## src/rtl/spi_xact_arbiter.sv

```systemverilog
// spi_xact_arbiter
//
// Shares one SPI master between three requesters (0 = command/config path,
// 1 = calibration loader, 2 = trigger-level DAC writer). One requester is granted
// at a time in round-robin order. The block issues its word, waits for SPI_done or
// a timeout, then returns the received byte with a one-cycle acknowledge.
//
// Ports
//   clk              system clock
//   rst_n            asynchronous active-low reset
//   req_i[2:0]       per-requester request level
//   req_dataN_i      16-bit SPI word from requester N
//   req_ssN_i        3-bit slave select from requester N
//   ack_o[2:0]       one-cycle completion pulse to the granted requester
//   err_o            one-cycle pulse with ack_o when the transaction timed out
//   rd_data_o        captured EEP_data (8'hFF on timeout), valid from the ack cycle
//   busy_o           high whenever the arbiter is not idle
//   spi_data_o       word to the SPI peripheral
//   ss_o             slave select to the SPI peripheral
//   wrt_spi_o        one-cycle transaction start strobe
//   spi_done_i       SPI peripheral completion strobe
//   eep_data_i       received byte from the SPI peripheral

module spi_xact_arbiter #(
  parameter int unsigned TIMEOUT = 4096
) (
  input  logic        clk,
  input  logic        rst_n,
  input  logic [2:0]  req_i,
  input  logic [15:0] req_data0_i,
  input  logic [15:0] req_data1_i,
  input  logic [15:0] req_data2_i,
  input  logic [2:0]  req_ss0_i,
  input  logic [2:0]  req_ss1_i,
  input  logic [2:0]  req_ss2_i,
  output logic [2:0]  ack_o,
  output logic        err_o,
  output logic [7:0]  rd_data_o,
  output logic        busy_o,
  output logic [15:0] spi_data_o,
  output logic [2:0]  ss_o,
  output logic        wrt_spi_o,
  input  logic        spi_done_i,
  input  logic [7:0]  eep_data_i
);

  // Last counter value before the transaction is abandoned.
  localparam logic [15:0] TimeoutLast = 16'(TIMEOUT - 1);

  typedef enum logic [1:0] {StIdle, StIssue, StWait, StDone} state_e;

  state_e      state_q;
  logic [1:0]  rr_ptr_q;
  logic [1:0]  grant_q;
  logic [15:0] cnt_q;

  logic [1:0]  cand0, cand1, cand2;
  logic [1:0]  win_idx;
  logic [15:0] win_data;
  logic [2:0]  win_ss;

  // Search order starts at rr_ptr and wraps modulo 3.
  always_comb begin
    cand0 = 2'd0;
    cand1 = 2'd1;
    cand2 = 2'd2;
    case (rr_ptr_q)
      2'd1: begin
        cand0 = 2'd1;
        cand1 = 2'd2;
        cand2 = 2'd0;
      end
      2'd2: begin
        cand0 = 2'd2;
        cand1 = 2'd0;
        cand2 = 2'd1;
      end
      default: ;
    endcase
  end

  always_comb begin
    win_idx = cand2;
    if (req_i[cand0]) begin
      win_idx = cand0;
    end else if (req_i[cand1]) begin
      win_idx = cand1;
    end
  end

  always_comb begin
    win_data = req_data0_i;
    win_ss   = req_ss0_i;
    case (win_idx)
      2'd1: begin
        win_data = req_data1_i;
        win_ss   = req_ss1_i;
      end
      2'd2: begin
        win_data = req_data2_i;
        win_ss   = req_ss2_i;
      end
      default: ;
    endcase
  end

  assign busy_o = (state_q != StIdle);

  always_ff @(posedge clk or negedge rst_n) begin
    if (!rst_n) begin
      state_q    <= StIdle;
      rr_ptr_q   <= 2'd0;
      grant_q    <= 2'd0;
      cnt_q      <= 16'd0;
      spi_data_o <= 16'h0000;
      ss_o       <= 3'b000;
      wrt_spi_o  <= 1'b0;
      ack_o      <= 3'b000;
      err_o      <= 1'b0;
      rd_data_o  <= 8'h00;
    end else begin
      // Strobes default low so each lasts exactly one cycle.
      wrt_spi_o <= 1'b0;
      ack_o     <= 3'b000;
      err_o     <= 1'b0;
      case (state_q)
        StIdle: begin
          if (|req_i) begin
            spi_data_o <= win_data;
            ss_o       <= win_ss;
            grant_q    <= win_idx;
            cnt_q      <= 16'd0;
            wrt_spi_o  <= 1'b1;
            state_q    <= StIssue;
          end
        end
        StIssue: begin
          // A completion strobe this early cannot belong to our transaction.
          state_q <= StWait;
        end
        StWait: begin
          cnt_q <= cnt_q + 16'd1;
          if (spi_done_i) begin
            rd_data_o      <= eep_data_i;
            ack_o[grant_q] <= 1'b1;
            state_q        <= StDone;
          end else if (cnt_q == TimeoutLast) begin
            rd_data_o      <= 8'hFF;
            err_o          <= 1'b1;
            ack_o[grant_q] <= 1'b1;
            state_q        <= StDone;
          end
        end
        StDone: begin
          rr_ptr_q <= (grant_q == 2'd2) ? 2'd0 : grant_q + 2'd1;
          state_q  <= StIdle;
        end
        default: state_q <= StIdle;
      endcase
    end
  end

endmodule

```

## config.mk

```make
export PLATFORM = sky130hd
export DESIGN_NAME = spi_xact_arbiter
export DESIGN_NICKNAME = d
export VERILOG_FILES = /design/src/rtl/spi_xact_arbiter.sv
export SDC_FILE = /design/constraint.sdc
export NUM_CORES = 1
export LEC_CHECK = 0
export CAP_MARGIN = 0
export CORE_ASPECT_RATIO = 0.6
export CORE_UTILIZATION = 40
export DETAILED_ROUTE_END_ITERATION = 8
export HOLD_SLACK_MARGIN = 0.08
export PLACE_DENSITY = 0.76
export SLEW_MARGIN = 40
export SYNTH_ARGS = -nofsm -noshare
export SYNTH_HDL_FRONTEND = slang
export SYNTH_SLANG_ARGS = --single-unit
```

## constraint.sdc

```tcl
create_clock -name clk -period 3.95 [get_ports clk]
set_input_delay 0.79 -clock clk [delete_from_list [all_inputs] [get_ports clk]]
set_output_delay 0.79 -clock clk [all_outputs]
set_load 0.05 [all_outputs]
```

==> results.md, run 1 <==
* CTS clk-pin slew, worst paths at approximately 0.060 ns
* DR WL/cell at approximately 15 microns
* WP data required at 4.10 ns
* CP top delay family: compound AO/OA/AOI/OAI gates
* Pre-CTS WS at 0.633 ns
* Placer Congestion at about 0.76
* Area growth, synth to finish at 45.3%
* Fmax at approximately 330 MHz
* Status: complete, no violations
* Commonest cells after routing, fill and taps aside: clkdlybuf4s50_1 (102), dfrtp_1 (54), a21oi_1 (30), o21ai_0 (30), nand2_1 (30)
* Post-CTS setup buffers at 0
* Sequential Power Share at between 20 and 30%
* Vias in the first global route at ~2400
* WS Path Type: primary input to flop
* CP startpoint kind: primary input
* GRT Total Usage at 20.0%
* Clk pwr share at 15.1%
* Cell Count, Final, Fillers Out at 484
* Seq/Total Area, Yosys at around 48%
* Most frequent CP cell: a21oi_1
* Post-DRT Antenna Nets at 0
* Nets at 477
* IO Count at ~100
* Syn_nets at 381
* Pwr/cell area at slightly below 800 mW/mm^2
* Switch share at a little under half
* CTS tree: done
* Most common cell after layout, fill and taps aside: clkdlybuf4s50_1
* Syn Inst Count at 300
* Die Height at 66.8 microns
* Hold Crit Class: primary input to async pin
* Fillers at ~600
* CTS Buffer Depth at 2
* Post-synth EDFFs at 0
* Synthesized area at ~0.0028 sq mm
* Via Count at around 2600
* Drt first pass iters at 4
* Register bit total from synthesis at 54
* Die area at about 0.0074 sq mm
* Antenna violations before repair at 0
* Port bufs at 103
* WL final at a little over 7000 microns
* Crit end category: flop
* First-pass GRT wire length at roughly 11000 microns
* Layout cells sized above 1 at about 4.8%
* Max stage delay on crit path at about 0.57 ns
* Final hold viol count at 0
* Clock sinks at 54
* Fin crit share at slightly below 80%
* Fin area at approximately 0.0041 sq mm
* Clk_skew at roughly 0.0073 ns
* Crit-path max FO at 19
* Yosys cell types at 43
* Fin worst setup slack at ~0.9 ns
* Largest net degree at the start of global routing at 45
* Worst Path Buf+Inv at 2
* # rows at 23
* Pleak at 1.64 nW
* Max-slew violations at 0
* Core Box Area at 0.00671 sq mm
* RSZ-0062 raised after global routing: false
* # DRC at 0
* Placed inst area at around 0.0039 sq mm
* Post-Place Cells at between 400 and 500
* Combinational power share at 57.5%
* Via density at approximately 5.3
* PostCTS Resize Cnt at 0
* Main synth FF type: dfrtp_1
* DRT iter0 DRCs at about 120
* Total negative setup slack at 0 ns
* Syn_area_per_cell at roughly 9.3 sq um
* Die Width at around 110 microns
* CP max-delay cell: clkdlybuf4s50_1
* Final Critical Period at approximately 3.0 ns
* Cts hold-fix bufs at 0
* VDD IR max at roughly 0.00056 V
* Max-Cap Viols at 0
* Crit path DAT at about 3.2 ns
* Hpwl dp at approximately 5400 microns
* Asr flop ratio synth at 100%
* Worst skew pair latency at approximately 0.29 ns
* Final setup vio count at 0
* Hold slack at 0.482 ns
* Crit path cell chain: clkdlybuf4s50_1 -> nand2b_1 -> a21oi_1 -> a221oi_1 -> inv_1 -> ha_1 -> a22oi_1 -> nor2_1 -> a21oi_1 -> o21ai_0
* Yosys warning total at 0
* Overflow after GRT at 0
* H-tree depth at 2
* CTS Buf Count at 5
* Starting density of the core at roughly two fifths
* NetSw at around 1.5 mW
* Worst-Margin Slew at between 0.7 and 0.8 ns
* Relative slew margins at ~50%
* Number of diodes at 0
* CTS Root Cell: clkbuf_16
* Int Power at ~1.7 mW
[layer usage]
| layer | track usage (%) | routed length (microns) |
|---|---|---|
| met1 | 27.9 | 3450 |
| met2 | 30.5 | 3120 |
| met3 | 4.89 | 508 |
| met4 | 6.50 | 65 |
| met5 | 0 | 0 |
[flip-flops by register name, indices dropped and copies added, names as in the netlist]
name	count
cnt_q	16
spi_data_o	16
rd_data_o	8
ack_o	3
ss_o	3
grant_q	2
rr_ptr_q	2
state_q	2
err_o	1
wrt_spi_o	1
[path summary, 6_finish.rpt]
| kind | slack (ns) | cells past startpoint | startpoint | to |
|---|---|---|---|---|
| max in group asynchronous | 2.89 | 2 | rst_n | ss_o[1] |
| setup / recovery | 0.91 | 10 | req_i[1] | spi_data_o[11] |
| hold / removal | 0.48 | 1 | rst_n | cnt_q[4] |
| setup reg to reg | 1.20 | 11 | rr_ptr_q[1] | spi_data_o[11] |
| min in group clk | 0.48 | 2 | spi_data_o[12] | spi_data_o[12] |
| hold reg to reg | 0.48 | 2 | spi_data_o[12] | spi_data_o[12] |
[cells in the mapped netlist, types with 6 or more instances]
library cell | instances | area (sq um)
o21ai_0 | 30 | 150
a21oi_1 | 30 | 150
clkbuf_1 | 13 | 48.8
nor2_1 | 26 | 97.6
inv_1 | 17 | 63.8
ha_1 | 10 | 125
a22oi_1 | 19 | 143
o22a_1 | 8 | 70.1
or4_1 | 6 | 45.0
or3_1 | 8 | 50.1
dfrtp_1 | 54 | 1350
nand2_1 | 30 | 113
[layout make-up]
| class | instances | area, sq um | area share (%) |
|---|---|---|---|
| Sequential cell | 54 | 1350 | 33.2 |
| Multi-Input combinational cell | 212 | 1330 | 32.7 |
| Timing Repair Buffer | 106 | 1050 | 25.8 |
| Clock buffer | 7 | 133 | 3.26 |
| Tap cell | 87 | 109 | 2.68 |
| Inverter | 17 | 63.8 | 1.57 |
| Clock inverter | 1 | 30.0 | 0.738 |
[worst reg2reg max path, cell delays in order, from the launching register on]
cell	delay (ns)
dfrtp_1	0.39
inv_1	0.10
ha_1	0.30
nand2b_1	0.15
a21oi_1	0.07
a221oi_1	0.45
inv_1	0.11
ha_1	0.45
a22oi_1	0.28
nor2_1	0.06
a21oi_1	0.15
o21ai_0	0.10
[through the flow]
step	util, %	total power [mW]
after floorplan	-	2.14
after global placement	58.1	2.66
after detailed placement	58.2	2.72
after CTS	60.6	3.22
after global routing	60.7	3.42
final	60.7	3.20
[power by group through the flow]
stage | clock network (mW) | logic, mW | registers [mW]
after floorplan | 0 | 0.812 | 1.33
final | 0.484 | 1.84 | 0.876
after detailed placement | 0 | 1.84 | 0.883
after global routing | 0.518 | 2.00 | 0.902
after CTS | 0.499 | 1.85 | 0.875
after global placement | 0 | 1.78 | 0.876
[logic make-up after synthesis]
group / Yosys count / share of synthesized area [%]
AO/OA/AOI/OAI: 101 / 22.6
XOR/XNOR: 4 / 1.25
adder cells (fa/ha/maj): 10 / 4.47
buffers and inverters: 34 / 4.87
flip-flops: 54 / 48.3
multiplexers: 4 / 1.52
AND/OR/NAND/NOR: 93 / 17.0
Power figures use the tool's default switching activity.
==> run 2, diff against run 1 <==
- clock period: 3.95 -> 2.9 ns (I/O delays scaled with it)
==> run 2 against run 1 <==
Compared with the run above:
- final area is 1.1% higher
- total power rose by 38%
- via count grew 0.94%
- worst setup slack worse by 0.56 ns
- flip-flop and latch count is the same
- combinational power grew 40%
- sequential power is 36% higher
- critical endpoint is now spi_data_o[0]
- largest power group unchanged
==> results.md, run 2 (same netlist as run 1, synthesis figures left out) <==
* Status: complete, no violations
* Pre-CTS WS at -0.137 ns
* CTS clk-pin slew, worst paths at 0.07 ns
* Sequential Area at approximately 0.0014 sq mm
* Most common cell after layout, fill and taps aside: clkdlybuf4s50_1
* Max stage delay on crit path at 0.55 ns
* Worst skew pair latency at between 0.2 and 0.3 ns
* Total power at ~4.4 mW
* CP top delay family: compound AO/OA/AOI/OAI gates
* First-pass GRT wire length at ~11000 microns
* # DRC at 0
* Fin crit share at between 80% and 90%
* Commonest cells after routing, fill and taps aside: clkdlybuf4s50_1 (102), dfrtp_1 (54), a21oi_1 (30), o21ai_0 (30), nand2_1 (30)
* Layout cells sized above 1 at between 5 and 6%
* Hpwl dp at between 5000 and 6000 microns
* Core Box Area at 0.00671 sq mm
* DRT iter0 DRCs at around 150
* Starting density of the core at 41.8%
* Crit end category: flop
* Worst-Margin Slew at between 0.6 and 0.7 ns
* Placer Congestion at about 0.77
* Crit path DAT at approximately 2.7 ns
* Crit-path max FO at 19
* RSZ-0062 raised after global routing: false
* Via density at ~5.3
* Pwr/cell area at 1080 mW/mm^2
* IO Count at between 100 and 150
* Hold Crit Class: primary input to async pin
* Vias in the first global route at 2327
* Clock sinks at 54
* Clk_skew at between 0.005 and 0.006 ns
* GRT Total Usage at about a fifth
* Relative slew margins at a little over half
* CTS Root Cell: clkbuf_16
* Fillers at 587
* WL final at just over 7000 microns
* Fin area at slightly above 0.004 sq mm
* R2R depth at 10
* Number of diodes at 0
* Port bufs at between 100 and 150
* CTS tree: done
* DR WL/cell at roughly 15 microns
* Max-Cap Viols at 0
* Max-slew violations at 0
* Die Width at 110 microns
* # rows at 23
* Overflow after GRT at 0
* Die area at between 0.007 and 0.008 sq mm
* Final setup vio count at 0
* Final hold viol count at 0
* WP data required at a little over 3 ns
* CTS Buf Count at 5
* Logic depth of the worst path, buffers included at 10
* Worst Path Buf+Inv at 1
* Fmax at a little under 400 MHz
* Die Height at roughly 67 microns
* Placed inst area at 0.00394 sq mm
* Footprint of the multi-input gates at between 0.001 and 0.0015 sq mm
* CP max-delay cell: ha_2
* Post-DRT Antenna Nets at 0
* Area growth, synth to finish at 46.9%
* Pleak at 1.66 nW
* H-tree depth at 2
* Antenna violations before repair at 0
* CP startpoint kind: flop
* CTS Buffer Depth at 2
* Largest net degree at the start of global routing at 55
* Final Critical Period at around 2.5 ns
* WS Path Type: flop to flop
* Core occupancy in the finished layout at 61.3%
* Crit path cell chain: inv_1 -> ha_1 -> nor2b_1 -> o22ai_1 -> a221oi_1 -> ha_2 -> a22oi_1 -> nor2_1 -> a21oi_1 -> o21ai_0
* VDD IR max at 0.000650 V
* Drt first pass iters at 4
* Post-CTS setup buffers at 0
* Biggest regs: cnt_q: 16 flops, spi_data_o: 16 flops, rd_data_o: 8 flops
* Nets at between 400 and 500
* Via Count at 2575
* Fin worst setup slack at 0.355 ns
==> run 2: area by class of cell <==
| class | count | area share, % |
|---|---|---|
| well taps | 87 | 2.65 |
| flip-flops and latches | 54 | 32.9 |
| clock inverters | 2 | 0.913 |
| multi-input cells | 212 | 32.4 |
| clock buffers | 6 | 3.13 |
| inverters | 17 | 1.55 |
| repair buffers | 110 | 26.5 |
==> run 2: report_power, final <==
part           internal, mW  leakage, nW  switching [mW]
Sequential             1.02        0.692           0.172
Combinational         0.964        0.894            1.61
Clock                 0.408       0.0771           0.255
Total                  2.39         1.66            2.03
==> run 2: worst paths after layout <==
path	slack [ns]	from	endpoint
worst min register to register	0.48	spi_data_o[15]	spi_data_o[15]
max in group asynchronous	2.02	rst_n	wrt_spi_o
worst max-delay path	0.35	rr_ptr_q[0]	spi_data_o[0]
worst min-delay path	0.40	rst_n	cnt_q[13]
worst max register to register	0.35	rr_ptr_q[0]	spi_data_o[0]
min in group clk	0.48	spi_data_o[15]	spi_data_o[15]
==> run 2: timing repair <==
action | in CTS | in global routing
setup endpoints to repair | 0 | 19
gates resized for setup | 0 | 2
hold buffers | 0 | 0
==> run 2: stage by stage <==
stage | TNS (ns) | hold slack [ns] | cells
3_5_place_dp | -1.26 | 0.469 | 480
4_1_cts | 0 | 0.446 | 488
2_1_floorplan | 0 | 0.284 | 300
6_report | 0 | 0.398 | 488
5_1_grt | 0 | 0.482 | 488
3_3_place_gp | -0.0244 | 0.461 | 480
==> run 2: layer usage <==
layer / up-vias / part of all wire, % / GRT usage, %
met2: 83 / 43 / 30.5
met4: 0 / 0.80 / 4.50
met3: 4 / 7.0 / 4.21
met1: 1209 / 49 / 29.2
met5: - / 0 / 0
li1: 1279 / - / -
